===== src/rtl/bus_gate_arbiter_pkg.sv =====
// Shared types and encodings for the LC-3 bus gate arbiter.
// Gate one-hot codes match the bus tristate mux select lines.
package bus_pkg;

    typedef enum logic [1:0] {
        IDLE  = 2'd0,
        GRANT = 2'd1,
        TURN  = 2'd2
    } arb_state_t;

    localparam logic [3:0] GATE_MDR    = 4'b1000;
    localparam logic [3:0] GATE_MARMUX = 4'b0100;
    localparam logic [3:0] GATE_PC     = 4'b0010;
    localparam logic [3:0] GATE_ALU    = 4'b0001;
    localparam logic [3:0] GATE_NONE   = 4'b0000;

    localparam int IDX_ALU    = 0;
    localparam int IDX_PC     = 1;
    localparam int IDX_MARMUX = 2;
    localparam int IDX_MDR    = 3;

    function automatic logic [3:0] onehot4(input logic [1:0] idx);
        return 4'b0001 << idx;
    endfunction

endpackage


===== src/rtl/bus_gate_arbiter_if.sv =====
// Request/grant bundle between the bus drivers and the gate arbiter.
// master = requesting side, slave = arbiter side.
interface bus_gate_arbiter_if;

    logic [3:0] Req;
    logic [3:0] Gate_Sel;
    logic [1:0] Owner_Id;
    logic       Bus_Busy;
    logic [7:0] Hold_Cnt;
    logic       Timeout;

    modport master (
        output Req,
        input  Gate_Sel,
        input  Owner_Id,
        input  Bus_Busy,
        input  Hold_Cnt,
        input  Timeout
    );

    modport slave (
        input  Req,
        output Gate_Sel,
        output Owner_Id,
        output Bus_Busy,
        output Hold_Cnt,
        output Timeout
    );

endinterface


===== src/rtl/bus_gate_arbiter_rr_pick4.sv =====
// Round-robin pick among four requesters: rotate by rr_ptr, take the
// lowest set bit, rotate the index back.
module rr_pick4 (
    input  logic [3:0] eligible,
    input  logic [1:0] rr_ptr,
    output logic [1:0] winner,
    output logic       found
);

    logic [7:0] doubled;
    logic [3:0] rotated;
    logic [1:0] offset;

    always_comb begin
        doubled = {eligible, eligible} >> rr_ptr;
        rotated = doubled[3:0];
        offset  = 2'd0;
        found   = 1'b0;
        for (int i = 3; i >= 0; i--) begin
            if (rotated[i]) begin
                offset = 2'(i);
                found  = 1'b1;
            end
        end
        winner = offset + rr_ptr;
    end

endmodule


===== src/rtl/bus_gate_arbiter.sv =====
// Owns the shared LC-3 bus gate: round-robin grants, one dead cycle between
// owners, and a forced release with lockout after MAX_HOLD cycles.
//
//   state | meaning
//   IDLE  | bus floats, arbitrate every cycle
//   GRANT | one driver gated onto the bus, hold counter running
//   TURN  | single dead cycle after a release, arbitrate for the next owner
module bus_gate_arbiter
    import bus_pkg::*;
#(
    parameter int N_REQ    = 4,
    parameter int MAX_HOLD = 8
) (
    input  logic               Clk,
    input  logic               Reset_n,
    bus_gate_arbiter_if.slave  bus
);

    localparam logic [7:0] HOLD_MAX = 8'(MAX_HOLD);

    arb_state_t       state_q, state_n;
    logic [3:0]       gate_q, gate_n;
    logic [1:0]       owner_q, owner_n;
    logic [7:0]       hold_q, hold_n;
    logic             timeout_q, timeout_n;
    logic [1:0]       rr_ptr_q, rr_ptr_n;
    logic [3:0]       lockout_q, lockout_n;

    logic [N_REQ-1:0] eligible;
    logic [1:0]       winner;
    logic             found;

    assign eligible = bus.Req & ~lockout_q;

    rr_pick4 u_pick (
        .eligible (eligible),
        .rr_ptr   (rr_ptr_q),
        .winner   (winner),
        .found    (found)
    );

    always_ff @(posedge Clk or negedge Reset_n) begin
        if (!Reset_n) begin
            state_q   <= IDLE;
            gate_q    <= GATE_NONE;
            owner_q   <= 2'd0;
            hold_q    <= 8'd0;
            timeout_q <= 1'b0;
            rr_ptr_q  <= 2'd0;
            lockout_q <= 4'b0000;
        end else begin
            state_q   <= state_n;
            gate_q    <= gate_n;
            owner_q   <= owner_n;
            hold_q    <= hold_n;
            timeout_q <= timeout_n;
            rr_ptr_q  <= rr_ptr_n;
            lockout_q <= lockout_n;
        end
    end

    always_comb begin
        state_n   = state_q;
        gate_n    = gate_q;
        owner_n   = owner_q;
        hold_n    = hold_q;
        timeout_n = 1'b0;
        rr_ptr_n  = rr_ptr_q;
        // a lockout bit is released as soon as its driver is seen idle
        lockout_n = lockout_q & bus.Req;

        case (state_q)
            IDLE, TURN: begin
                if (found) begin
                    gate_n  = onehot4(winner);
                    owner_n = winner;
                    hold_n  = 8'd1;
                    state_n = GRANT;
                end else begin
                    gate_n  = GATE_NONE;
                    hold_n  = 8'd0;
                    state_n = IDLE;
                end
            end
            GRANT: begin
                if (!bus.Req[owner_q]) begin
                    gate_n   = GATE_NONE;
                    hold_n   = 8'd0;
                    rr_ptr_n = owner_q + 2'd1;
                    state_n  = TURN;
                end else if (hold_q >= HOLD_MAX) begin
                    gate_n    = GATE_NONE;
                    hold_n    = 8'd0;
                    timeout_n = 1'b1;
                    lockout_n = lockout_n | onehot4(owner_q);
                    rr_ptr_n  = owner_q + 2'd1;
                    state_n   = TURN;
                end else begin
                    hold_n = hold_q + 8'd1;
                end
            end
            default: begin
                gate_n  = GATE_NONE;
                hold_n  = 8'd0;
                state_n = IDLE;
            end
        endcase
    end

    always_comb begin
        bus.Gate_Sel = gate_q;
        bus.Owner_Id = owner_q;
        bus.Bus_Busy = |gate_q;
        bus.Hold_Cnt = hold_q;
        bus.Timeout  = timeout_q;
    end

endmodule


===== src/flat_wrapper.sv =====
// flat-port wrapper written by rule: the top's interface ports become plain ports
module bus_gate_arbiter_flat import bus_pkg::*;
#(
    parameter int N_REQ    = 4,
    parameter int MAX_HOLD = 8
)
  (Clk, Reset_n, bus_Req, bus_Gate_Sel, bus_Owner_Id, bus_Bus_Busy, bus_Hold_Cnt, bus_Timeout);
  bus_gate_arbiter_if bus_i ();
  input  logic Clk;
  input  logic Reset_n;
  input wire logic [$bits(bus_i.Req)-1:0] bus_Req;
  output wire logic [$bits(bus_i.Gate_Sel)-1:0] bus_Gate_Sel;
  output wire logic [$bits(bus_i.Owner_Id)-1:0] bus_Owner_Id;
  output wire logic [$bits(bus_i.Bus_Busy)-1:0] bus_Bus_Busy;
  output wire logic [$bits(bus_i.Hold_Cnt)-1:0] bus_Hold_Cnt;
  output wire logic [$bits(bus_i.Timeout)-1:0] bus_Timeout;
  assign bus_i.Req = bus_Req;
  assign bus_Gate_Sel = bus_i.Gate_Sel;
  assign bus_Owner_Id = bus_i.Owner_Id;
  assign bus_Bus_Busy = bus_i.Bus_Busy;
  assign bus_Hold_Cnt = bus_i.Hold_Cnt;
  assign bus_Timeout = bus_i.Timeout;
  bus_gate_arbiter #(.N_REQ(N_REQ), .MAX_HOLD(MAX_HOLD)) u_core (.Clk(Clk), .Reset_n(Reset_n), .bus(bus_i));
endmodule

===== config.mk =====
export PLATFORM = sky130hd
export DESIGN_NAME = bus_gate_arbiter_flat
export DESIGN_NICKNAME = d
export VERILOG_FILES = /design/src/rtl/bus_gate_arbiter_pkg.sv /design/src/rtl/bus_gate_arbiter_if.sv /design/src/rtl/bus_gate_arbiter_rr_pick4.sv /design/src/rtl/bus_gate_arbiter.sv /design/src/flat_wrapper.sv
export SDC_FILE = /design/constraint.sdc
export NUM_CORES = 1
export LEC_CHECK = 0
export BUFFER_PORTS_ARGS = -buffer_cell sky130_fd_sc_hd__buf_2
export CAP_MARGIN = 10
export CORE_UTILIZATION = 30
export CTS_CLUSTER_DIAMETER = 30
export CTS_CLUSTER_SIZE = 10
export DETAILED_ROUTE_END_ITERATION = 7
export SYNTH_ARGS = -nofsm -noshare
export SYNTH_HDL_FRONTEND = slang
export SYNTH_SLANG_ARGS = --single-unit

===== constraint.sdc =====
create_clock -name Clk -period 2.2 [get_ports Clk]
set_input_delay 0.44 -clock Clk [delete_from_list [all_inputs] [get_ports Clk]]
set_output_delay 0.44 -clock Clk [all_outputs]
set_load 0.01 [all_outputs]

# Yosys cells after proc, flatten, opt, wreduce, memory -nomap -nowiden
# Index checks and enable logic that the tools add are counted.
[word_totals]
reg_bits = 23
out_inout_bits = 16
[classes]
add_sub_neg = 3
n_lt_le_gt_ge = 2
eq_ne = 4
shift = 3
muxes = 30
n_bitwise = 4
n_reduce_logical = 5
[ops]
columns = ["op", "count"]
rows = [
  ["$mux W4", 6],
  ["$mux W2", 8],
  ["$mux W8", 2],
  ["$pmux W8 S2", 1],
  ["$mux W1", 10],
  ["$add A8 B1 Y8 const B", 1],
  ["$and A4 B4 Y4", 2],
  ["$ge A8 B4 Y1 const B", 1],
  ["$pmux W4 S2", 1],
  ["$shl A1 B2 Y4 const A", 2],
  ["$shr A8 B2 Y4", 1],
  ["$not A4 Y4", 1],
  ["$or A4 B4 Y4", 1],
  ["$pmux W2 S2", 1],
  ["$reduce_and A2 Y1", 2],
  ["$reduce_or A4 Y1", 1],
  ["$lt A2 B3 Y1 const B", 1],
  ["$ne A3 B3 Y1 const B", 1],
  ["$add A2 B1 Y2 const B", 1],
  ["$add A2 B2 Y2", 1],
  ["$bmux W1 S2", 1],
  ["$eq A2 B1 Y1 const B", 1],
  ["$eq A2 B2 Y1 const B", 1],
  ["$logic_not A2 Y1", 1],
  ["other kinds (2)", 2],
]

# Logic depth before layout (Yosys ltp)
# Gate-level depths: netlist of the first run.
[logic_depth]
word_depth = 11
ltp_mapped = 9
mapped_depth_nobuf = 8

# Modules after synthesis
# A second synthesis of the first run with hierarchy kept.
[hier_totals]
cells_unflattened = 103
hier_area_um2 = 1189.9
[modules_own_cells]
columns = ["module", "n_inst", "cells_each", "area_each_um2", "seq_area_each_um2"]
rows = [
  ["bus_gate_arbiter", 1, 80, 1009.7, 575.6],
  ["rr_pick4", 1, 23, 180.2, 0.0],
]

# Worst setup path after synthesis of the first run
# No wires, ideal clock.
[synth_timing]
path_type = "flip-flop to flip-flop"
startpoint = "reg u_core.rr_ptr_q[0]"
endpoint = "reg u_core.gate_q[3] (netlist: u_core.bus.Gate_Sel[3])"
setup_ns = 0.091
arrival_ns = 1.983
setup_slack_ns = 0.126
stages_incl_launch_ff = 9
path_buffers = 1
synth_period_minus_slack_ns = 2.074
path_cell_list = "dfrtp_1 > buf_2 > nor3b_1 > a31oi_1 > a21oi_1 > o32ai_1 > ha_1 > or3b_2 > o221ai_1"
[synth_via]
elab_chain_cells = 9
[synth_lines]
columns = ["element", "line", "source"]
rows = [
  ["start, declared", "bus_gate_arbiter.sv:26", "logic [1:0] rr_ptr_q, rr_ptr_n;"],
  ["start signal, assigned", "bus_gate_arbiter.sv:57", "rr_ptr_q <= rr_ptr_n;"],
  ["$shr A8 B2 Y4", "bus_gate_arbiter_rr_pick4.sv:15", "doubled = {eligible, eligible} >> rr_ptr;"],
  ["$mux W2 (4 in a row)", "bus_gate_arbiter_rr_pick4.sv:20", "if (rotated[i]) begin"],
  ["$add A2 B2 Y2 (*)", "bus_gate_arbiter_rr_pick4.sv:25", "winner = offset + rr_ptr;"],
  ["via u_core.u_pick.winner[0]", "bus_gate_arbiter_rr_pick4.sv:6", "output logic [1:0] winner,"],
  ["$shl A1 B2 Y4 (*)", "bus_gate_arbiter_pkg.sv:23", "return 4'b0001 << idx;"],
  ["$mux W4 (*)", "bus_gate_arbiter.sv:74", "if (found) begin"],
  ["$pmux W4 S2 (*)", "bus_gate_arbiter.sv:72", "case (state_q)"],
  ["end signal, assigned", "bus_gate_arbiter.sv:53", "gate_q <= gate_n;"],
  ["end, declared", "bus_gate_arbiter.sv:22", "logic [3:0] gate_q, gate_n;"],
]
# Mark *: on every way through the listed nets, which the timed path passes. The rest lies on a longest branch.
# A chain may end at the register's enable or synchronous reset.

# Final worst setup path of the first run
[layout_timing]
startpoint = "reg u_core.rr_ptr_q[0]"
endpoint = "reg u_core.gate_q[2] (netlist: u_core.bus.Gate_Sel[2])"
# Same word-level chain as after synthesis.

==> results.md, run 1 <==
- Status: finished clean
- Pins Over Slew Limit: 0
- FF-to-FF path depth: 8
- I/O pin count: 22
- Setup_tns: 0 ps
- Pre-CTS setup slack: -112 ps
- Startpoint types: flop
- CP endpoint kind: flop
- FF+latch count, synth: 23
- Ys flop type: dfrtp_1
- Worst-Skew Late Latency: 260 ps
- Initial antenna violation count: 0
- Largest family of logic cells by synthesized area: simple AND/OR/NAND/NOR gates
- Mean Syn Cell Area: between 10 and 15 µm²
- Fin. Hold Viols: 0
- Post-Syn Area: 1160 µm²
- Post-synthesis mux area share: 0.0634
- Pin count of the biggest net entering global routing: 24
- Synth Area in Compound Gates: 0.136
- Iter 0 DRT Violations: 15
- Clk_skew: 4.22 ps
- N_diodes: 0
- Post-synthesis adder-cell area fraction: 0.0752
- Kind of critical path: reg -> reg
- Final period utilization: 0.932
- Clock buffer depth: 2
- IO buf count: 21
- Final setup vio count: 0
- Post-layout util: 0.393
- Routed len/inst: around 14 µm
- Via-to-Cell Ratio: around 4.8
- HPWL after DPL: between 1500 and 2000 µm
- CTS clk-pin slew, worst paths: ~80 ps
- Synth unique cells: 37
- DRT antenna net count: 0
- Die X: 64.3 µm
- Initial DRT Pass Iterations: 4
- GP Congestion: a little over 0.8
- DIE HEIGHT: about 64 µm
- TritonCTS Sinks: 23
- Hold Path Class: in -> async
- Worst Slack Setup Final: roughly 150 ps
- Minimum clock period: around 2100 ps
- Max FO, Critical Path: 8
- Layout Nets: 144
- Worst-Margin Slew: approximately 550 ps
- Syn-to-layout area delta: 24.6%
- Min Hold Slack: 142 ps
- Worst Path Required: between 2000 and 2500 ps
- Htree depth: 1
- FMAX: ~500 MHz
- Post-Synthesis Cells: 100
- CTS Buf Count: 3
- Cell area after layout: between 1000 and 1500 µm²
- Leakage power: between 0.6 and 0.7 nW
- Placed inst area: 1360 µm²
- Most frequent cells in the layout: dfrtp_1, buf_2, nand2_1, ha_1
- Worst rel slew slack: 0.630
- Fillers: approximately 380
- Die ar.: approximately 4100 µm²
- Warning count from the yosys run: 0
- PwrDens: between 1000 and 1500 nW/µm²
- First-pass GRT wire length: ~4200 µm
- Post-route DRC: 0
- Peak supply drop: roughly 570 µV
- Final wirelength: 2430 µm
- Core area: 3690 µm²
- Total number of vias: 859
- CTS tree: built
- Simple-gate share of the synthesized area: 0.192
- Share of layout cells above drive strength 1: 0.346
- Site row count: 22
- Max Cap Viol: 0
- RSZ-0062 raised after global routing: false
- Sequential area share after synthesis: 0.494
- Post-synth EDFFs: 0
- Most common cell after layout, fill and taps aside: dfrtp_1
- Root buffer cell: clkbuf_8
- Total track usage: 0.132
- Arr. time, crit path: around 2200 ps
- Synth Area in XOR/XNOR: 0.0150
- Vias in the first global route: about 860
- Post-CTS setup repair buffer count: 0
- GRT overflow: 0
- Starting density of the core: 0.316
- Synth async-reset ratio: 1.00
## logic make-up after synthesis
family,Yosys count
mux,5
compound gates,18
buf+inv,6
other cells,1
xor+xnor,2
flops,23
fa+ha+maj,7
simple gates,38
## power breakdown
part	switching (mW)	internal, mW	total [mW]
Clock	0.133	0.126	0.259
Combinational	0.492	0.492	0.984
Sequential	0.122	0.548	0.670
Total	0.747	1.17	1.91
## through the flow
stage / cells / power, mW
after floorplan: 103 / 1.28
after global placement: 174 / 1.53
after detailed placement: 174 / 1.56
after CTS: 178 / 1.83
after global routing: 178 / 2.08
final: 178 / 1.91
## worst max-delay path, cell delays in order, from the launching register on
cell and delay [ps]:
dfrtp_1 400, buf_4 180, nand3b_1 100, nand2_1 100, a21oi_2 160, o32ai_2 80, ha_1 350, or3_1 390
o221ai_1 210
## sequential cells by signal (all words and copies together), names as in the netlist
register             count
u_core.bus.Gate_Sel      4
u_core.bus.Hold_Cnt      8
u_core.bus.Owner_Id      2
u_core.bus.Timeout       1
u_core.lockout_q         4
u_core.rr_ptr_q          2
u_core.state_q           2
## layout make-up
cell class / count / area, µm² / area share
inverter: 5 / 18.8 / 0.0129
sequential: 23 / 576 / 0.397
timing repair buffer: 24 / 128 / 0.0879
tap: 48 / 60.1 / 0.0414
clock buffer: 3 / 41.3 / 0.0284
clock inverter: 1 / 5.00 / 0.00345
multi-input combinational: 74 / 623 / 0.429
## layer usage
layer / up-vias / track usage / share of wire
li1: 419 / - / -
met1: 425 / 0.176 / 0.47
met2: 13 / 0.217 / 0.50
met3: 2 / 0.0250 / 0.028
met4: 0 / 0.0333 / 0.0049
met5: - / 0 / 0
## final timing paths
check / from / endpoint / slack [ps]
max in group asynchronous: Reset_n / u_core.bus.Hold_Cnt[0]$_DFF_PN0_ / 1710
setup / recovery: u_core.rr_ptr_q[0]$_DFFE_PN0P_ / u_core.bus.Gate_Sel[2]$_DFFE_PN0P_ / 150
hold reg to reg: u_core.lockout_q[3]$_DFF_PN0_ / u_core.lockout_q[3]$_DFF_PN0_ / 510
min in group Clk: bus_Req[3] / u_core.lockout_q[3]$_DFF_PN0_ / 440
setup reg to reg: u_core.rr_ptr_q[0]$_DFFE_PN0P_ / u_core.bus.Gate_Sel[2]$_DFFE_PN0P_ / 150
hold / removal: Reset_n / u_core.bus.Hold_Cnt[6]$_DFF_PN0_ / 140
## cells in the mapped netlist (all sizes together) (2+ instances only)
cell / number / area [µm²]
dfrtp: 23 / 576
nand2: 11 / 41.3
ha: 7 / 87.6
nor2: 6 / 30.0
inv: 5 / 18.8
nand2b: 5 / 31.3
a22o: 4 / 35.0
o221ai: 4 / 35.0
mux2: 3 / 41.3
nand3b: 3 / 22.5
and2: 2 / 12.5
nand3: 2 / 10.0
o211ai: 2 / 15.0
or3: 2 / 12.5
or4: 2 / 18.8
## timing repair
item,4_1_cts,5_1_grt
setup endpoints to repair,0,4
gates resized for setup,0,8
hold buffers,0,0
Power figures use the tool's default switching activity.
==> inputs of run 2 (changes only) <==
--- a/config.mk
+++ b/config.mk
@@ -11,6 +11,7 @@
 export CTS_CLUSTER_DIAMETER = 30
 export CTS_CLUSTER_SIZE = 10
 export DETAILED_ROUTE_END_ITERATION = 7
+export RECOVER_POWER = 50
 export SYNTH_ARGS = -nofsm -noshare
 export SYNTH_HDL_FRONTEND = slang
 export SYNTH_SLANG_ARGS = --single-unit
==> run 2 against run 1 <==
Compared with the run above: critical path depth is the same; clock power is essentially flat; first-iteration DRC count is the same; die area is the same; sequential share of layout area grew 0.24 points; largest cell class unchanged; sequential cell count is the same; setup slack gained 5.1 ps.
==> results.md, run 2 (synthesis gave the netlist of run 1 again) <==
- Status: finished clean (unchanged)
- Logic pwr share: 0.512 (was 0.514)
- Peak supply drop: 565 µV (was 566 µV)
- Initial antenna violation count: 0 (unchanged)
- Fillers: 384 (was 378)
- RSZ-0062 raised after global routing: false (unchanged)
- Via-to-Cell Ratio: 4.81 (was 4.83)
- Total Power: 1.91 mW (about the same)
- Max Cap Viol: 0 (unchanged)
- Pre-CTS setup slack: -112 ps (unchanged)
- Htree depth: 1 (unchanged)
- CTS Buf Count: 3 (unchanged)
- Proportion of power drawn by flip-flops and latches: 0.352 (was 0.350)
- FMAX: 489 MHz (was 487 MHz)
- Syn-to-layout area delta: 23.8% (was 24.6%)
- Worst Slack Setup Final: 154 ps (was 149 ps)
- CTS tree: built (unchanged)
- NetSw: 0.747 mW (about the same)
- R2r startpoint: u_core.rr_ptr_q[0]$_DFFE_PN0P_ (unchanged)
- Iter 0 DRT Violations: 15 (unchanged)
- DIE HEIGHT: 64.3 µm (unchanged)
- Most common cell after layout, fill and taps aside: dfrtp_1 (unchanged)
- Worst Path Required: 2370 ps (about the same)
- Minimum clock period: 2050 ps (about the same)
- Worst-Skew Late Latency: 260 ps (about the same)
- Fin cells: 178 (unchanged)
- Share of layout cells above drive strength 1: 0.292 (was 0.346)
- Cell area after layout: 1440 µm² (was 1450 µm²)
- Layout Nets: 144 (unchanged)
- Starting density of the core: 0.316 (unchanged)
- Final period utilization: 0.930 (was 0.932)
- Max FO, Critical Path: 8 (unchanged)
- Kind of critical path: reg -> reg (unchanged)
- Initial DRT Pass Iterations: 2 (was 4)
- Worst-Margin Slew: 1250 ps (was 553 ps)
- I/O pin count: 22 (unchanged)
- Flop2flop setup slack: 150 ps (about the same)
- Switching portion of total power: 0.392 (was 0.391)
- DRT antenna net count: 0 (unchanged)
- Clock buffer depth: 2 (unchanged)
- Final wirelength: 2410 µm (was 2430 µm)
- Most frequent cells in the layout: dfrtp_1, buf_2, nand2_1, ha_1, clkbuf_1 (was dfrtp_1, buf_2, nand2_1, ha_1)
- Min Hold Slack: 426 ps (was 142 ps)
- IO buf count: 21 (unchanged)
- Routed len/inst: 13.6 µm (about the same)
- TritonCTS Sinks: 23 (unchanged)
- Clk_skew: 5.23 ps (was 4.22 ps)
- RR Endpoint: u_core.bus.Gate_Sel[2]$_DFFE_PN0P_ (unchanged)
- Hold Path Class: in -> async (unchanged)
- Post-route DRC: 0 (unchanged)
- GP Congestion: 0.809 (unchanged)
- Placed insts: 174 (unchanged)
- GRT overflow: 0 (unchanged)
- Core area: 3690 µm² (unchanged)
- Pin count of the biggest net entering global routing: 24 (unchanged)
- Clk pwr share: 0.136 (about the same)
- Fin. Hold Viols: 0 (unchanged)
- Worst rel slew slack: 0.165 (was 0.630)
- Die ar.: 4140 µm² (unchanged)
- Vias in the first global route: 856 (unchanged)
- Die X: 64.3 µm (unchanged)
- Site row count: 22 (unchanged)
- FF-to-FF path depth: 8 (unchanged)
- Pins Over Slew Limit: 0 (unchanged)
- Internal power: 1.16 mW (was 1.17 mW)
- Final setup vio count: 0 (unchanged)
- N_diodes: 0 (unchanged)
- CP endpoint kind: flop (unchanged)
- Placed inst area: 1360 µm² (unchanged)
- First-pass GRT wire length: 4170 µm (unchanged)
- CTS clk-pin slew, worst paths: 80 ps (about the same)
- Arr. time, crit path: 2220 ps (about the same)
- Startpoint types: flop (unchanged)
- CTS Hold Bufs: 0 (unchanged)
- Total number of vias: 856 (was 859)
- Root buffer cell: clkbuf_8 (unchanged)
- PwrDens: 1320 nW/µm² (about the same)
- HPWL after DPL: 1830 µm (unchanged)
- Total track usage: 0.132 (unchanged)
- Largest register FFs: 8 (unchanged)
- Leakage power: 0.663 nW (was 0.686 nW)
==> run 2: metrics by stage <==
step                setup TNS [ps]   util
CTS                              0  0.381
finish                           0  0.391
floorplan                        0      -
global route                     0  0.391
global placement                 0  0.368
detailed placement            -329  0.368
==> run 2: area by class of cell <==
| class | count | area (µm²) | share of cell area |
|---|---|---|---|
| Multi-Input combinational cell | 74 | 623 | 0.432 |
| Tap cell | 48 | 60.1 | 0.0416 |
| Sequential cell | 23 | 576 | 0.399 |
| Clock buffer | 3 | 41.3 | 0.0286 |
| Timing Repair Buffer | 24 | 119 | 0.0824 |
| Clock inverter | 1 | 5.00 | 0.00347 |
| Inverter | 5 | 18.8 | 0.0130 |
==> run 2: power groups by stage <==
stage / sequential, mW / clock (mW) / combinational [mW]
finish: 0.671 / 0.260 / 0.976
global route: 0.698 / 0.281 / 1.09
CTS: 0.665 / 0.267 / 0.898
detailed placement: 0.675 / 0 / 0.889
global placement: 0.668 / 0 / 0.865
floorplan: 0.671 / 0 / 0.608
==> run 2: worst max-delay path by stage <==
stage / startpoint / to / slack, ps / cells after the start
floorplan: u_core.rr_ptr_q[0]$_DFFE_PN0P_ / u_core.bus.Gate_Sel[3]$_DFFE_PN0P_ / 130 / 8
global placement: bus_Req[0] / u_core.bus.Gate_Sel[3]$_DFFE_PN0P_ / 3 / 8
detailed placement: bus_Req[0] / u_core.bus.Gate_Sel[2]$_DFFE_PN0P_ / -110 / 8
CTS: u_core.rr_ptr_q[0]$_DFFE_PN0P_ / u_core.bus.Gate_Sel[2]$_DFFE_PN0P_ / 50 / 7
global route: u_core.rr_ptr_q[0]$_DFFE_PN0P_ / u_core.bus.Gate_Sel[2]$_DFFE_PN0P_ / 3 / 8
finish: u_core.rr_ptr_q[0]$_DFFE_PN0P_ / u_core.bus.Gate_Sel[2]$_DFFE_PN0P_ / 150 / 8
==> run 2: what timing repair did <==
item,CTS,global route
endpoints found under the hold margin,0,0
buffers inserted,0,0
setup endpoints to repair,0,4
gates resized for setup,0,8
==> run 2: critical path: stages (launching register included) <==
cell      delay, ps
dfrtp_1         400
buf_4           180
nand3b_1        100
nand2_1         100
a21oi_2         160
o32ai_2          80
ha_1            340
or3_1           390
o221ai_1        210
==> run 2: metal layers <==
layer,global-route usage,wire length [µm],up-vias
li1,-,-,419
met1,0.176,1120,424
met4,0.0333,12,0
met5,0,0,-
met3,0.0250,63,2
met2,0.217,1220,11
==> inputs of run 3 (changes only) <==
==> constraint.sdc (replaced) <==
create_clock -name Clk -period 2.37 [get_ports Clk]
set_input_delay 0.474 -clock Clk [delete_from_list [all_inputs] [get_ports Clk]]
set_output_delay 0.474 -clock Clk [all_outputs]
set_load 0.01 [all_outputs]
==> run 3 against run 2 <==
Compared with the run above: via count is 1.2% higher; register-to-register slack about the same; count of clock-buffer cells in the layout unchanged; cell count is 1.1% lower; global-route usage about the same; wire length down 3.0%; largest power group unchanged.
==> results.md, run 3 (synthesis gave the netlist of run 1 again) <==
- Root buffer cell: clkbuf_8 (unchanged)
- Via-to-Cell Ratio: 4.92 (was 4.81)
- Pins Over Slew Limit: 0 (unchanged)
- Crit path max-delay family: simple AND/OR/NAND/NOR gates (unchanged)
- Pin count of the biggest net entering global routing: 24 (unchanged)
- Final setup vio count: 0 (unchanged)
- Cell area after layout: 1380 µm² (was 1440 µm²)
- Post-route DRC: 0 (unchanged)
- Placed inst area: 1340 µm² (was 1360 µm²)
- Max Cap Viol: 0 (unchanged)
- Routed len/inst: 13.3 µm (was 13.6 µm)
- Clk_skew: 1.54 ps (was 5.23 ps)
- Die X: 64.3 µm (unchanged)
- Post-CTS Resized: 0 (unchanged)
- IO buf count: 21 (unchanged)
- Total track usage: 0.132 (about the same)
- CP Cell Sequence: nor3b_1 -> a31oi_1 -> a21oi_1 -> o32ai_1 -> ha_1 -> or3b_2 -> o221ai_1 (was buf_4 -> nand3b_1 -> nand2_1 -> a21oi_2 -> o32ai_2 -> ha_1 -> or3_1 -> o221ai_1)
- Kind of critical path: reg -> reg (unchanged)
- First-pass GRT wire length: 4170 µm (unchanged)
- N_diodes: 0 (unchanged)
- TritonCTS Sinks: 23 (unchanged)
- CTS clk-pin slew, worst paths: 80 ps (about the same)
- Peak supply drop: 583 µV (was 565 µV)
- FMAX: 453 MHz (was 489 MHz)
- Slowest cell on the critical path: or3b_2 (was dfrtp_1)
- Total number of vias: 866 (was 856)
- Worst-Skew Late Latency: 260 ps (about the same)
- Worst rel slew slack: 0.186 (was 0.165)
- Most common cell after layout, fill and taps aside: dfrtp_1 (unchanged)
- Final period utilization: 0.932 (was 0.930)
- CP endpoint kind: flop (unchanged)
- Worst Path Required: 2540 ps (was 2370 ps)
- Die ar.: 4140 µm² (unchanged)
- GP Congestion: 0.781 (was 0.809)
- Post-CTS setup repair buffer count: 0 (unchanged)
- Status: finished clean (unchanged)
- PwrDens: 1190 nW/µm² (was 1320 nW/µm²)
- Share of layout cells above drive strength 1: 0.234 (was 0.292)
- Site row count: 22 (unchanged)
- Htree depth: 1 (unchanged)
- Minimum clock period: 2210 ps (was 2050 ps)
- Starting density of the core: 0.316 (unchanged)
- Layout Nets: 142 (was 144)
- Final wirelength: 2340 µm (was 2410 µm)
- Syn-to-layout area delta: 18.6% (was 23.8%)
- DRT antenna net count: 0 (unchanged)
- Max FO, Critical Path: 5 (was 8)
- CTS Buf Count: 3 (unchanged)
- Worst-Margin Slew: 1220 ps (was 1250 ps)
- Most frequent cells in the layout: dfrtp_1, buf_2, nand2_1, ha_1, clkbuf_1 (unchanged)
- Delay of the slowest critical-path stage: 470 ps (was 400 ps)
- Initial DRT Pass Iterations: 4 (was 2)
- CP Buf/Inv Count: 0 (was 1)
- Vias in the first global route: 874 (was 856)
- Clock buffer depth: 2 (unchanged)
- I/O pin count: 22 (unchanged)
- Arr. time, crit path: 2380 ps (was 2220 ps)
- Fin. Hold Viols: 0 (unchanged)
- HPWL after DPL: 1760 µm (was 1830 µm)
- CTS tree: built (unchanged)
- Iter 0 DRT Violations: 18 (was 15)
- GRT overflow: 0 (unchanged)
- Initial antenna violation count: 0 (unchanged)
- Hold Path Class: in -> async (unchanged)
- Setup_tns: 0 ps (unchanged)
- Largest register FFs: 8 (unchanged)
- RSZ-0062 raised after global routing: false (unchanged)
- DIE HEIGHT: 64.3 µm (unchanged)
- CTS Hold Bufs: 0 (unchanged)
- Core area: 3690 µm² (unchanged)
- Leakage power: 0.644 nW (was 0.663 nW)
- Startpoint types: flop (unchanged)
==> run 3: stage by stage <==
stage          hold WS, ps  worst slack (ps)  utilization  power, mW  cells
2_1_floorplan          178               296            -       1.19    103
3_3_place_gp           462              94.9        0.364       1.39    172
4_1_cts                190               155        0.377       1.66    176
3_5_place_dp           478              5.62        0.364       1.41    172
6_report               446               162        0.374       1.65    176
5_1_grt                474              36.1        0.374       1.79    176
==> run 3: power breakdown <==
part	switching, mW	total (mW)	leakage (nW)	internal (mW)
Sequential	0.119	0.628	0.293	0.509
Combinational	0.396	0.776	0.326	0.380
Clock	0.124	0.241	0.0255	0.117
Total	0.639	1.65	0.644	1.01
==> run 3: cell type report <==
class / instances / area [µm²]
fill: 400 / 2310
multi-input combinational: 74 / 577
sequential: 23 / 576
timing repair buffer: 22 / 104
tap: 48 / 60.1
clock buffer: 3 / 41.3
inverter: 5 / 18.8
clock inverter: 1 / 5.00
==> run 3: worst paths after layout <==
path / slack (ps) / from / end / cells past startpoint
min reg2reg: 510 / u_core.lockout_q[3]$_DFF_PN0_ / u_core.lockout_q[3]$_DFF_PN0_ / 1
min in group Clk: 470 / bus_Req[3] / u_core.lockout_q[3]$_DFF_PN0_ / 2
max in group asynchronous: 1200 / Reset_n / u_core.bus.Owner_Id[0]$_DFFE_PN0P_ / 1
max: 160 / u_core.rr_ptr_q[0]$_DFFE_PN0P_ / u_core.bus.Gate_Sel[1]$_DFFE_PN0P_ / 7
min: 450 / Reset_n / u_core.bus.Timeout$_DFF_PN0_ / 1
max reg2reg: 160 / u_core.rr_ptr_q[0]$_DFFE_PN0P_ / u_core.bus.Gate_Sel[1]$_DFFE_PN0P_ / 7
==> run 3: per-layer routing <==
metal | track usage | part of all wire | vias to the layer above
met4 | 0.0417 | 0.0081 | 0
met1 | 0.182 | 0.46 | 439
met5 | 0 | 0 | -
li1 | - | - | 412
met3 | 0.0268 | 0.033 | 2
met2 | 0.205 | 0.50 | 13
==> run 3: worst reg2reg max path, stage by stage, from the launching register on <==
cell	delay (ps)
dfrtp_1	420
nor3b_1	310
a31oi_1	120
a21oi_1	140
o32ai_1	90
ha_1	350
or3b_2	470
o221ai_1	200
